File: src/rtl/amm_burst_arbiter.sv
// amm_burst_arbiter: two-master Avalon-MM burst arbiter, in-order read routing.
// Define AMM_ARB_FIXED_PRIO_EN for fixed priority (master 0 wins contests).
module amm_burst_arbiter #(
  parameter int ADDR_W         = 31,
  parameter int DATA_W         = 128,
  parameter int BURST_W        = 11,
  parameter int RSP_FIFO_DEPTH = 16
) (
  input  logic                  clk_i,
  input  logic                  rst_n_i,
  input  logic [1:0]            m_read_i,
  input  logic [1:0]            m_write_i,
  input  logic [2*ADDR_W-1:0]   m_address_i,
  input  logic [2*DATA_W-1:0]   m_writedata_i,
  input  logic [2*DATA_W/8-1:0] m_byteenable_i,
  input  logic [2*BURST_W-1:0]  m_burstcount_i,
  output logic [1:0]            m_waitrequest_o,
  output logic [1:0]            m_readdatavalid_o,
  output logic [DATA_W-1:0]     m_readdata_o,
  output logic [ADDR_W-1:0]     s_address_o,
  output logic                  s_read_o,
  output logic                  s_write_o,
  output logic [DATA_W-1:0]     s_writedata_o,
  output logic [DATA_W/8-1:0]   s_byteenable_o,
  output logic [BURST_W-1:0]    s_burstcount_o,
  input  logic                  s_waitrequest_i,
  input  logic                  s_readdatavalid_i,
  input  logic [DATA_W-1:0]     s_readdata_i,
  output logic                  orphan_rsp_o
);

  localparam int BE_W  = DATA_W / 8;
  localparam int PTR_W = $clog2(RSP_FIFO_DEPTH);
  localparam logic [PTR_W:0] FULL_CNT =
    (PTR_W+1)'(RSP_FIFO_DEPTH);

  typedef enum logic [1:0] {
    IDLE,
    GRANT_RD,
    GRANT_WR
  } state_t;

  state_t             state;
  logic               gnt;
  logic               wr_started;
  logic [BURST_W-1:0] beat_cnt;
`ifndef AMM_ARB_FIXED_PRIO_EN
  logic               last_gnt;
`endif

  logic               fifo_id [RSP_FIFO_DEPTH];
  logic [BURST_W-1:0] fifo_bc [RSP_FIFO_DEPTH];
  logic [PTR_W-1:0]   wr_ptr;
  logic [PTR_W-1:0]   rd_ptr;
  logic [PTR_W:0]     count;
  logic [BURST_W-1:0] head_beats;
  logic               orphan_q;

  logic               full;
  logic               empty;
  logic [1:0]         elig;
  logic               win;
  logic [ADDR_W-1:0]  g_addr;
  logic [DATA_W-1:0]  g_wdata;
  logic [BE_W-1:0]    g_be;
  logic [BURST_W-1:0] g_bc;
  logic [BURST_W-1:0] g_bc_m1;
  logic               wr_acc;
  logic               push;
  logic               head_id;
  logic [BURST_W-1:0] head_bc;
  logic               head_last;
  logic               rsp_hit;
  logic               pop;

  assign full  = (count == FULL_CNT);
  assign empty = (count == '0);
  assign elig  = m_write_i | (m_read_i & {2{~full}});

`ifdef AMM_ARB_FIXED_PRIO_EN
  assign win = ~elig[0];
`else
  assign win = (&elig) ? ~last_gnt : elig[1];
`endif

  assign g_addr  = gnt ? m_address_i[ADDR_W +: ADDR_W]
                       : m_address_i[0 +: ADDR_W];
  assign g_wdata = gnt ? m_writedata_i[DATA_W +: DATA_W]
                       : m_writedata_i[0 +: DATA_W];
  assign g_be    = gnt ? m_byteenable_i[BE_W +: BE_W]
                       : m_byteenable_i[0 +: BE_W];
  assign g_bc    = gnt ? m_burstcount_i[BURST_W +: BURST_W]
                       : m_burstcount_i[0 +: BURST_W];
  // A burstcount of 0 behaves as a single beat.
  assign g_bc_m1 = (g_bc == '0) ? '0 : g_bc - BURST_W'(1);

  // Granted master's command drives the slave; idle keeps it quiet.
  always_comb begin
    s_address_o     = '0;
    s_writedata_o   = '0;
    s_byteenable_o  = '0;
    s_burstcount_o  = '0;
    s_read_o        = 1'b0;
    s_write_o       = 1'b0;
    m_waitrequest_o = 2'b11;
    if (state != IDLE) begin
      s_address_o          = g_addr;
      s_writedata_o        = g_wdata;
      s_byteenable_o       = g_be;
      s_burstcount_o       = g_bc;
      m_waitrequest_o[gnt] = s_waitrequest_i;
    end
    s_read_o  = (state == GRANT_RD) & m_read_i[gnt];
    s_write_o = (state == GRANT_WR) & m_write_i[gnt];
  end

  assign wr_acc = s_write_o & ~s_waitrequest_i;
  assign push   = s_read_o & ~s_waitrequest_i;

  assign head_id   = fifo_id[rd_ptr];
  assign head_bc   = fifo_bc[rd_ptr];
  assign head_last = (head_bc == '0) ? 1'b1
                   : (head_beats == head_bc - BURST_W'(1));
  assign rsp_hit   = s_readdatavalid_i & ~empty;
  assign pop       = rsp_hit & head_last;

  assign m_readdatavalid_o = {rsp_hit & head_id, rsp_hit & ~head_id};
  assign m_readdata_o      = s_readdata_i;
  assign orphan_rsp_o      = orphan_q;

  // Arbitration and burst lock; a write burst holds the grant to the end.
  always_ff @(posedge clk_i or negedge rst_n_i) begin
    if (!rst_n_i) begin
      state      <= IDLE;
      gnt        <= 1'b0;
      wr_started <= 1'b0;
      beat_cnt   <= '0;
`ifndef AMM_ARB_FIXED_PRIO_EN
      last_gnt   <= 1'b1;
`endif
    end else begin
      unique case (state)
        IDLE: begin
          if (|elig) begin
            gnt        <= win;
            wr_started <= 1'b0;
`ifndef AMM_ARB_FIXED_PRIO_EN
            last_gnt   <= win;
`endif
            state <= m_write_i[win] ? GRANT_WR : GRANT_RD;
          end
        end
        GRANT_RD: begin
          if (!m_read_i[gnt] || !s_waitrequest_i)
            state <= IDLE;
        end
        GRANT_WR: begin
          if (wr_acc) begin
            if (!wr_started) begin
              if (g_bc_m1 == '0) begin
                state <= IDLE;
              end else begin
                beat_cnt   <= g_bc_m1;
                wr_started <= 1'b1;
              end
            end else if (beat_cnt == BURST_W'(1)) begin
              state <= IDLE;
            end else begin
              beat_cnt <= beat_cnt - BURST_W'(1);
            end
          end
        end
        default: state <= IDLE;
      endcase
    end
  end

  // Outstanding read storage; contents are qualified by count.
  always_ff @(posedge clk_i) begin
    if (push) begin
      fifo_id[wr_ptr] <= gnt;
      fifo_bc[wr_ptr] <= g_bc;
    end
  end

  // Read tracking pointers, occupancy and head beat progress.
  always_ff @(posedge clk_i or negedge rst_n_i) begin
    if (!rst_n_i) begin
      wr_ptr     <= '0;
      rd_ptr     <= '0;
      count      <= '0;
      head_beats <= '0;
    end else begin
      if (push)
        wr_ptr <= wr_ptr + PTR_W'(1);
      if (pop) begin
        rd_ptr     <= rd_ptr + PTR_W'(1);
        head_beats <= '0;
      end else if (rsp_hit) begin
        head_beats <= head_beats + BURST_W'(1);
      end
      unique case ({push, pop})
        2'b10:   count <= count + (PTR_W+1)'(1);
        2'b01:   count <= count - (PTR_W+1)'(1);
        default: count <= count;
      endcase
    end
  end

  // Sticky flag for read data that nobody asked for.
  always_ff @(posedge clk_i or negedge rst_n_i) begin
    if (!rst_n_i)
      orphan_q <= 1'b0;
    else if (s_readdatavalid_i && empty)
      orphan_q <= 1'b1;
  end

endmodule
File: config.mk
export PLATFORM = sky130hd
export DESIGN_NAME = amm_burst_arbiter
export DESIGN_NICKNAME = d
export VERILOG_FILES = /design/src/rtl/amm_burst_arbiter.sv
export SDC_FILE = /design/constraint.sdc
export NUM_CORES = 1
export LEC_CHECK = 0
export CORE_AREA = 3 3 318 320
export CTS_CLUSTER_DIAMETER = 40
export DETAILED_ROUTE_END_ITERATION = 10
export DIE_AREA = 0 0 321 323
export GPL_TIMING_DRIVEN = 0
export SYNTH_ARGS = -nofsm -noshare
export SYNTH_HDL_FRONTEND = slang
export SYNTH_SLANG_ARGS = --single-unit
File: constraint.sdc
create_clock -name clk_i -period 9.3 [get_ports clk_i]
set_input_delay 1.86 -clock clk_i [delete_from_list [all_inputs] [get_ports clk_i]]
set_output_delay 1.86 -clock clk_i [all_outputs]
set_load 0.02 [all_outputs]
**Yosys cells after proc, flatten, opt, wreduce, memory -nomap -nowiden**

Memories as Yosys holds them, arrays and structs flattened.
Cells that the tools add are included.

- Word-level logic and storage cells: 115
- Bits in writable memories: 192
- Output and inout port bits: 321
- Memories: 2
- Register bits: 41
- Input bits: 508

- Magnitude comparators: 3
- Bitwise gates (word level): 17
- $add $sub $neg: 8
- Equality and inequality tests: 14
- Reductions and logical operators: 20
- Multiplexer cells: 41

Memories:

| name | depth | bits a word | read ports | clocked after Yosys merged registers in | wr ports | line | RTL |
|---|---|---|---|---|---|---|---|
| fifo_bc | 16 | 11 | 1 | 0 | 1 | 52 | `logic [BURST_W-1:0] fifo_bc [RSP_FIFO_DEPTH];` |
| fifo_id | 16 | 1 | 1 | 0 | 1 | 51 | `logic fifo_id [RSP_FIFO_DEPTH];` |

Operator list:

| kind | number |
|---|---|
| 2-to-1 mux 128 bit | 2 |
| 2-to-1 mux 11 bit | 8 |
| 2-to-1 mux 31 bit | 2 |
| zero test 11 bit | 3 |
| subtractor 11 x 1 -> 11 bit (second input constant) | 3 |
| 2-to-1 mux 16 bit | 2 |
| 2-to-1 mux 2 bit | 8 |
| 2-to-1 mux 1 bit | 15 |
| adder 11 x 1 -> 11 bit (second input constant) | 1 |
| == test 11 x 1 -> 1 bit (second input constant) | 1 |
| == test 11 bit | 1 |
| case mux 5 bit (2 select lines) | 1 |
| adder 4 x 1 -> 4 bit (second input constant) | 2 |
| bitwise AND 1 bit | 8 |
| != test 2 bit (second input constant) | 4 |
| nonzero test 2 bit | 4 |
| != test 3 x 2 -> 1 bit (second input constant) | 2 |
| case mux 2 bit (3 select lines) | 1 |
| adder 5 x 1 -> 5 bit (second input constant) | 1 |
| == test 5 bit (second input constant) | 1 |
| zero test 5 bit | 1 |
| NOT 1 bit | 5 |
| AND reduction 5 bit | 1 |
| subtractor 5 x 1 -> 5 bit (second input constant) | 1 |
| 18 further kinds | 25 |

**Logic depth before layout (Yosys ltp)**

Gate-level depths: netlist of run 1.

- Depth after elaboration: 11
- Gate-level depth with buffers: 26
- Mapped depth without buffers: 21

**Worst setup path after synthesis of run 1**

No wires, ideal clock.

- Path type: flip-flop to flip-flop
- Start: register rd_ptr[0]
- End: register count[4]
- Buffers on the path: 5
- Cell stages (with the launch flop): 26
- Data required time: 9175 ps
- Setup time: 125 ps
- Setup slack: 4130 ps
- Data arrival time: 5045 ps
- Period minus slack after synthesis: 5170 ps
- Cells stage by stage: dfrtp_1 buf_6 buf_8 buf_6 mux4_2 a22oi_1 nor2b_1 ha_1 o221ai_1 nor3_1 a31oi_1 xor2_1 a21oi_1 or4b_1 buf_2 o31ai_4 buf_4 ha_1 inv_1 fa_1 inv_1 a21o_1 a21oi_1 xnor2_1 nor2_1 xor2_1

- Cells in the longest elaborated chain, start to end: 7
- Elaborated cells between the ends (all ways): 10
- Classes of those cells: 1 x add/sub; 3 x eq/ne; 2 x mux; 1 x bitwise; 2 x reduce/logical; 1 x memory

Ends and longest elaborated chain:

| element | line | RTL |
|---|---|---|
| start: declaration | 54 | `logic [PTR_W-1:0] rd_ptr;` |
| start signal: assignment | 197 | `rd_ptr <= rd_ptr + PTR_W'(1);` |
| memory read (16 x 11 bit) (*) | n/a |  |
| subtractor 11 x 1 -> 11 bit | 123 | `: (head_beats == head_bc - BURST_W'(1));` |
| == test 11 bit | 123 |  |
| 2-to-1 mux 1 bit (*) | 122 | `assign head_last = (head_bc == '0) ? 1'b1` |
| bitwise AND 1 bit (*) | 125 | `assign pop = rsp_hit & head_last;` |
| == test 2 x 1 -> 1 bit or == test 2 bit (tied branches) | 202 | `unique case ({push, pop})` |
| case mux 5 bit (2 select lines) or nonzero test 2 bit (tied branches) | n/a |  |
| end signal: assignment | 203 | `2'b10: count <= count + (PTR_W+1)'(1);` |
| end signal: assignment | 204 | `2'b01: count <= count - (PTR_W+1)'(1);` |
| end signal: assignment | 205 | `default: count <= count;` |
| end: declaration | 55 | `logic [PTR_W:0] count;` |

Every way passes the cells marked *; elsewhere a longest branch is shown, timed or not.
A chain may end at the register's enable or synchronous reset.

**Worst setup path after layout of run 1**

- Start: register gnt
- End: output s_writedata_o[69]

- Cells in the longest elaborated chain, start to end: 2

Ends and longest elaborated chain:

| element | line | RTL |
|---|---|---|
| start: declaration | 44 | `logic gnt;` |
| start signal: assignment | 145 | `gnt <= win;` |
| 2-to-1 mux 128 bit | 88 | `assign g_wdata = gnt ? m_writedata_i[DATA_W +: DATA_W]` |
| 2-to-1 mux 128 bit | 106 | `if (state != IDLE) begin` |
| end: declaration | 23 | `output logic [DATA_W-1:0] s_writedata_o,` |

No other way between the ends.

==> results.cfg, run 1 <==
[sta]
period_needed_ps = 8055
finalClockSkew_ps = 27.80
relSlewSlack_pct = 9.546
hold_slack_ps = 464.8
max_freq_ghz = 0.1241
rsz0062_at_grt = false
final.setup.tns_ps = 0
hold_viol_final = 0
max_slew.worst_pin.slew_ps = 1357
setup_viol = 0
post-route-period-util_pct = 86.62
slew_violations = 0

[synthesis]
yosysWarnings = 0
synth_cell_types = 72
yosys.area_share.xor_xnor_pct = 2.147
ys_ff_latch = 233
synthAdderAreaFrac_pct = 1.367
ys_seq_area_share_pct = 47.57
synth_edf_count = 192
synth_compound_area_share_pct = 4.933
async_reset_ff_share_pct = 17.60
syn_area_um2 = 14280
synth_ff_type = edfxtp_1
muxShareOfSynthArea_pct = 22.74
synth_cells = 1242
avgSynthCellArea_um2 = 11.50
syn-num-nets = 1765
yosys.area_share.simple_pct = 11.43
synth_top_family_by_area = multiplexers

[critical_path]
critical-path-max-stage-delay_ps = 970
endpoint_kind = output port
reg2regPathDepth = 18
path_class = reg -> out
reg2reg_slack_ps = 2550
cp-start-kind = flop
worstPathCellList = clkbuf_1 -> clkbuf_1 -> buf_2 -> buf_2 -> clkbuf_1 -> buf_1 -> mux2i_1 -> nor2_1 -> clkdlybuf4s50_1
cp.required_ps = 7440
cp_common_cell = clkbuf_1
cp_slowest_cell = clkdlybuf4s50_1
regToRegStartpoint = gnt
r2r_end = beat_cnt[4]
arrival_ps = 6200
cp_max_fo = 17

[power_and_ir_drop]
seqPwrFrac_pct = 23.3
irDropWorstVdd_mv = 0.1300
switching_share_pct = 43.35
p_int_mw = 3.018
leakagePower_nw = 9.020
power.share.clock_pct = 25.1
p_per_area_nw_per_um2 = 218.0
p_sw_mw = 2.309
combPwrFrac_pct = 51.6

[drt]
ant_nets = 0
drc = 0
first_pass_iters = 4
via_count = 13353
drt-total-wl_mm = 118.1
drt_iter0_drc = 892
via_per_inst = 3.991
wl_per_cell_um = 35.30

[die]
die-area_um2 = 103700
core-area_um2 = 98420
fp.dieW_um = 321
die_h_um = 323
rows = 115
start_util_pct = 14.51
ioPinCount = 829

[flow_run]
drv_cap = 0

[hold_path]
hold_depth = 1
min_to = orphan_rsp_o
hold_path_class = reg -> reg
hp-start = orphan_rsp_o

[run_status]
status = complete, no violations

[clock_tree]
cts_tree = yes
clock-sinks = 233
clk_pin_slew_ps = 50
cts-root-buf = clkbuf_16
cts-resized-gates = 0
htreeDepth = 2
clk_latency_ps = 520
postCtsSetupRepairBufs = 0
clockBufferDepth = 3
numCtsBuffers = 35
cts_hold_buf = 0

[placement]
gp_congestion = 1.017
place_inst = 3244
port_buffers = 700
place_hpwl_mm = 105.9

[cells_and_area]
fin_cells = 3346
nets = 2517
drive_gt1_share_pct = 15.40
syn_to_final_growth_pct = 71.17

[grt]
grt_pass1_wl_mm = 143.3
grt_usage_pct = 21.66
grt-ovfl-total = 0
antenna_found_initial = 90
grt_max_degree = 29
grt_pass1_vias = 12952
power by group through the flow:
stage	Clock [mW]	Combinational, mW	Sequential [mW]
after CTS	1.35	2.77	1.24
after floorplan	0	1.08	1.25
final	1.34	2.75	1.24
after global routing	1.41	2.82	1.24
after detailed placement	0	2.76	1.26
after global placement	0	2.77	1.26
how the worst max path moves through the flow:
| stage | start | endpoint | cells after the start |
|---|---|---|---|
| 2_1_floorplan | rd_ptr[0] | count[4] | 25 |
| 3_3_place_gp | gnt | s_address_o[27] | 9 |
| 3_5_place_dp | gnt | s_address_o[27] | 9 |
| 4_1_cts | gnt | s_address_o[27] | 9 |
| 5_1_grt | gnt | s_address_o[27] | 9 |
| 6_report | gnt | s_writedata_o[69] | 9 |
per-layer routing:
layer / vias to the layer above / share of wire (%) / track usage, % / wire (um)
li1: 5952 / - / - / -
met1: 6447 / 37 / 24.40 / 43770
met2: 680 / 45 / 33.61 / 53230
met3: 236 / 11 / 9.936 / 12780
met4: 38 / 6.8 / 13.01 / 8069
met5: - / 0.22 / 0 / 259
state kept, by name (all words and copies together) (netlist names):
signal        cells
state             2
fifo_bc         176
last_gnt          1
rd_ptr            4
head_beats       11
count             5
beat_cnt         11
orphan_rsp_o      1
gnt               1
wr_started        1
wr_ptr            4
fifo_id          16
placed cells by master (no fill, tap or decap), types with 5 or more instances in the layout:
master           count
nand2_1             32
diode_2             39
o211ai_1             7
o22ai_1              7
buf_2                9
nor3_2               5
nor3b_1              8
buf_6               10
nor2_1             221
o31ai_1              5
buf_1               19
xnor2_1             18
a21oi_1             20
clkdlybuf4s50_1    699
ha_1                14
mux2_2               7
nor3_1              20
clkbuf_16           37
and2_1               5
xor2_1              17
o21ai_0             21
clkinv_2             5
dfrtp_1             40
or2_2                7
edfxtp_1           192
nor2_2              14
buf_4              135
clkbuf_1            39
buf_8                8
nand3_1             12
nor2b_1             10
inv_1               23
mux2i_1            206
mux4_2              48
nand4_1              9
logic make-up (layout without fill, tap and decap cells):
| kind of cell | after synthesis | in the layout |
|---|---|---|
| simple gates | 367 | 367 |
| flops | 233 | 233 |
| buf+inv | 227 | 1005 |
| compound gates | 102 | 102 |
| fa+ha+maj | 15 | 15 |
| mux | 263 | 263 |
| xor+xnor | 35 | 35 |
| other cells | 0 | 39 |
stage by stage:
| stage | total power [mW] | instance area (um^2) | setup WS [ps] | util [%] |
|---|---|---|---|---|
| after global placement | 4.031 | 22900 | 973.0 | 23.26 |
| after CTS | 5.368 | 24340 | 1032 | 24.73 |
| after global routing | 5.472 | 24400 | 1012 | 24.79 |
| final | 5.327 | 24440 | 1245 | 24.83 |
| after detailed placement | 4.026 | 23150 | 1593 | 23.52 |
| after floorplan | 2.332 | 14280 | 4130 | - |
cells in the mapped netlist (all sizes together), types with 4 or more instances:
cell type  count  share of area [%]
o21ai         23               0.81
nor2         235                6.2
nand2         33               0.92
ha            14                1.2
dfrtp         40                7.0
edfxtp       192                 40
nand2b         4               0.18
o211ai         7               0.37
clkbuf        36               0.95
nand4          9               0.39
or2            7               0.31
nor2b         10               0.44
xor2          17                1.0
or3            4               0.18
and2           5               0.22
o31ai          6               0.41
mux2i        207                 15
nor3          25               0.91
buf          166                8.2
nand3         12               0.42
nor3b          8               0.42
xnor2         18                1.1
o221ai         4               0.25
inv           24               0.63
a21oi         20               0.70
mux2           8               0.63
mux4          48                7.6
o22ai          7               0.31
cell type report:
cell class | count | area (um^2)
Clock buffer | 42 | 964.7
Tap cell | 1287 | 1610
Clock inverter | 21 | 232.7
Fill cell | 10621 | 73980
Timing Repair Buffer | 715 | 7206
Antenna cell | 39 | 97.59
Multi-Input combinational cell | 782 | 6135
Inverter | 25 | 93.84
Sequential cell | 233 | 6793
Buffer | 202 | 1309
critical path: cells and delay by family, from the launching register on:
family | cells | cell delay, ps
buffers and inverters | 7 | 4240
AND/OR/NAND/NOR | 1 | 190
flip-flops | 1 | 740
multiplexers | 1 | 450
No activity file was read; power rests on OpenSTA's default activity.
==> run 2, diff against run 1 <==
ABC_CLOCK_PERIOD_IN_PS = 9300   (was not set)
==> results of run 2 <==
Same layout as run 1: the final DEF is identical, and so are final timing and power.
==> run 3, diff against run 2 <==
ABC_CLOCK_PERIOD_IN_PS = 7200   (was 9300)
CORE_AREA = 3 3 319 321   (was 3 3 318 320)
DIE_AREA = 0 0 322 324   (was 0 0 321 323)
clock period = 7.2 ns   (was 9.3 ns; I/O delays follow)
==> results.cfg, run 3 (synthesis gave the netlist of run 1 again) <==
[run_status]
status = complete, no violations

[drt]
drc = 0
via_per_inst = 3.991
first_pass_iters = 5
drt_iter0_drc = 999
wl_per_cell_um = 35.44
via_count = 13311
ant_nets = 0
drt-total-wl_mm = 118.2

[cells_and_area]
largest_reg_flops = 176
final_cell_mix = clkdlybuf4s50_1 (699), nor2_1 (225), mux2i_1 (206)
nFillCells = 10723
fin_cells = 3335
final_util_pct = 24.33
drive_gt1_share_pct = 15.03
nets = 2509
top_regs = fifo_bc (176), fifo_id (16)
final_common_cell = clkdlybuf4s50_1
top_register = fifo_bc
syn_to_final_growth_pct = 69.65

[critical_path]
cp-start-kind = flop
cp_num_buf_inv = 7
worstPathCellList = clkbuf_1 -> clkbuf_2 -> buf_2 -> buf_2 -> clkbuf_1 -> buf_1 -> mux2i_1 -> nor2_1 -> clkdlybuf4s50_1
arrival_ps = 5380
crit_start = gnt
cp.required_ps = 5760
critical-path-top-delay-family = buffers and inverters
critical-path-max-stage-delay_ps = 730
regToRegStartpoint = gnt
cp_slowest_cell = clkdlybuf4s50_1
path_class = reg -> out
cp_max_fo = 17
endpoint_kind = output port

[hold_path]
hp-start = orphan_rsp_o
hold_path_class = reg -> reg

[clock_tree]
cts_hold_buf = 0
clock-sinks = 233
clockBufferDepth = 3
cts-root-buf = clkbuf_16
clk_latency_ps = 560
cts-resized-gates = 9
postCtsSetupRepairBufs = 0
numCtsBuffers = 30
clk_pin_slew_ps = 50
cts_tree = yes
htreeDepth = 1

[power_and_ir_drop]
combPwrFrac_pct = 53.8
power.total_mw = 6.692
leakagePower_nw = 8.935
p_int_mw = 3.723
irDropWorstVdd_mv = 0.1756
p_per_area_nw_per_um2 = 276.3
power.share.clock_pct = 22.3
seqPwrFrac_pct = 24.0
switching_share_pct = 44.36
p_sw_mw = 2.969

[grt]
grt_pass1_wl_mm = 142.4
grt_usage_pct = 21.54
grt_util_met2_pct = 34.49
busiest_layer = met2
grt-ovfl-total = 0
antenna_found_initial = 78
grt_pass1_vias = 12922
use_met1_pct = 24.36
grt_use_met3_pct = 9.714
grt_max_degree = 31

[die]
rows = 116
die-area_um2 = 104300
core-area_um2 = 99570
die_h_um = 324
fp.dieW_um = 322
start_util_pct = 14.34
ioPinCount = 829

[placement]
place_inst = 3252
port_buffers = 700
place_hpwl_mm = 106.5
dp_slack_ps = 336.4
gp_congestion = 0.9780

[sta]
period_needed_ps = 6820
max_slew.worst_pin.slew_ps = 1374
max_freq_ghz = 0.1466
slew_violations = 0
setup_viol = 0
rsz0062_at_grt = false
post-route-period-util_pct = 94.72
finalWorstSetupSlack_ps = 380.5
relSlewSlack_pct = 8.084
hold_viol_final = 0
finalClockSkew_ps = 17.10

[flow_run]
drv_cap = 0
-- run 3: area by class of cell --
cell class | instances | area, um^2 | share of cell area, %
Sequential cell | 233 | 6793 | 28.04
Clock buffer | 33 | 783.3 | 3.233
Buffer | 201 | 1335 | 5.511
Timing Repair Buffer | 713 | 7172 | 29.61
Tap cell | 1298 | 1624 | 6.705
Multi-Input combinational cell | 782 | 6125 | 25.28
Clock inverter | 22 | 227.7 | 0.9401
Inverter | 25 | 93.84 | 0.3874
Antenna cell | 28 | 70.07 | 0.2893
-- run 3: final timing paths --
| kind | slack [ps] | cells past startpoint | to |
|---|---|---|---|
| max | 380 | 9 | s_address_o[9] |
| min | 480 | 1 | orphan_rsp_o |
| max reg2reg | 750 | 18 | beat_cnt[2] |
| min reg2reg | 480 | 1 | orphan_rsp_o |
| max in group asynchronous | 5850 | 2 | last_gnt |
| min in group asynchronous | 770 | 1 | head_beats[6] |
-- run 3: metrics by stage --
step | setup TNS, ps | hold slack (ps) | cell area, um^2
after floorplan | 0 | 451.1 | 14280
after detailed placement | 0 | 475.0 | 23110
after global routing | 0 | 515.5 | 24190
final | 0 | 481.8 | 24220
after CTS | 0 | 486.5 | 24140
after global placement | -359.4 | 474.6 | 22910
-- run 3: metal layers --
layer,vias up,part of all wire [%]
met5,-,0.35
met3,200,11
met1,6446,37
li1,5923,-
met2,714,46
met4,28,5.8
-- run 3: power groups by stage --
stage | Clock (mW) | Combinational, mW | Sequential [mW]
floorplan | 0 | 1.40 | 1.62
global placement | 0 | 3.62 | 1.63
detailed placement | 0 | 3.62 | 1.63
CTS | 1.52 | 3.62 | 1.60
global route | 1.57 | 3.69 | 1.61
finish | 1.49 | 3.60 | 1.60
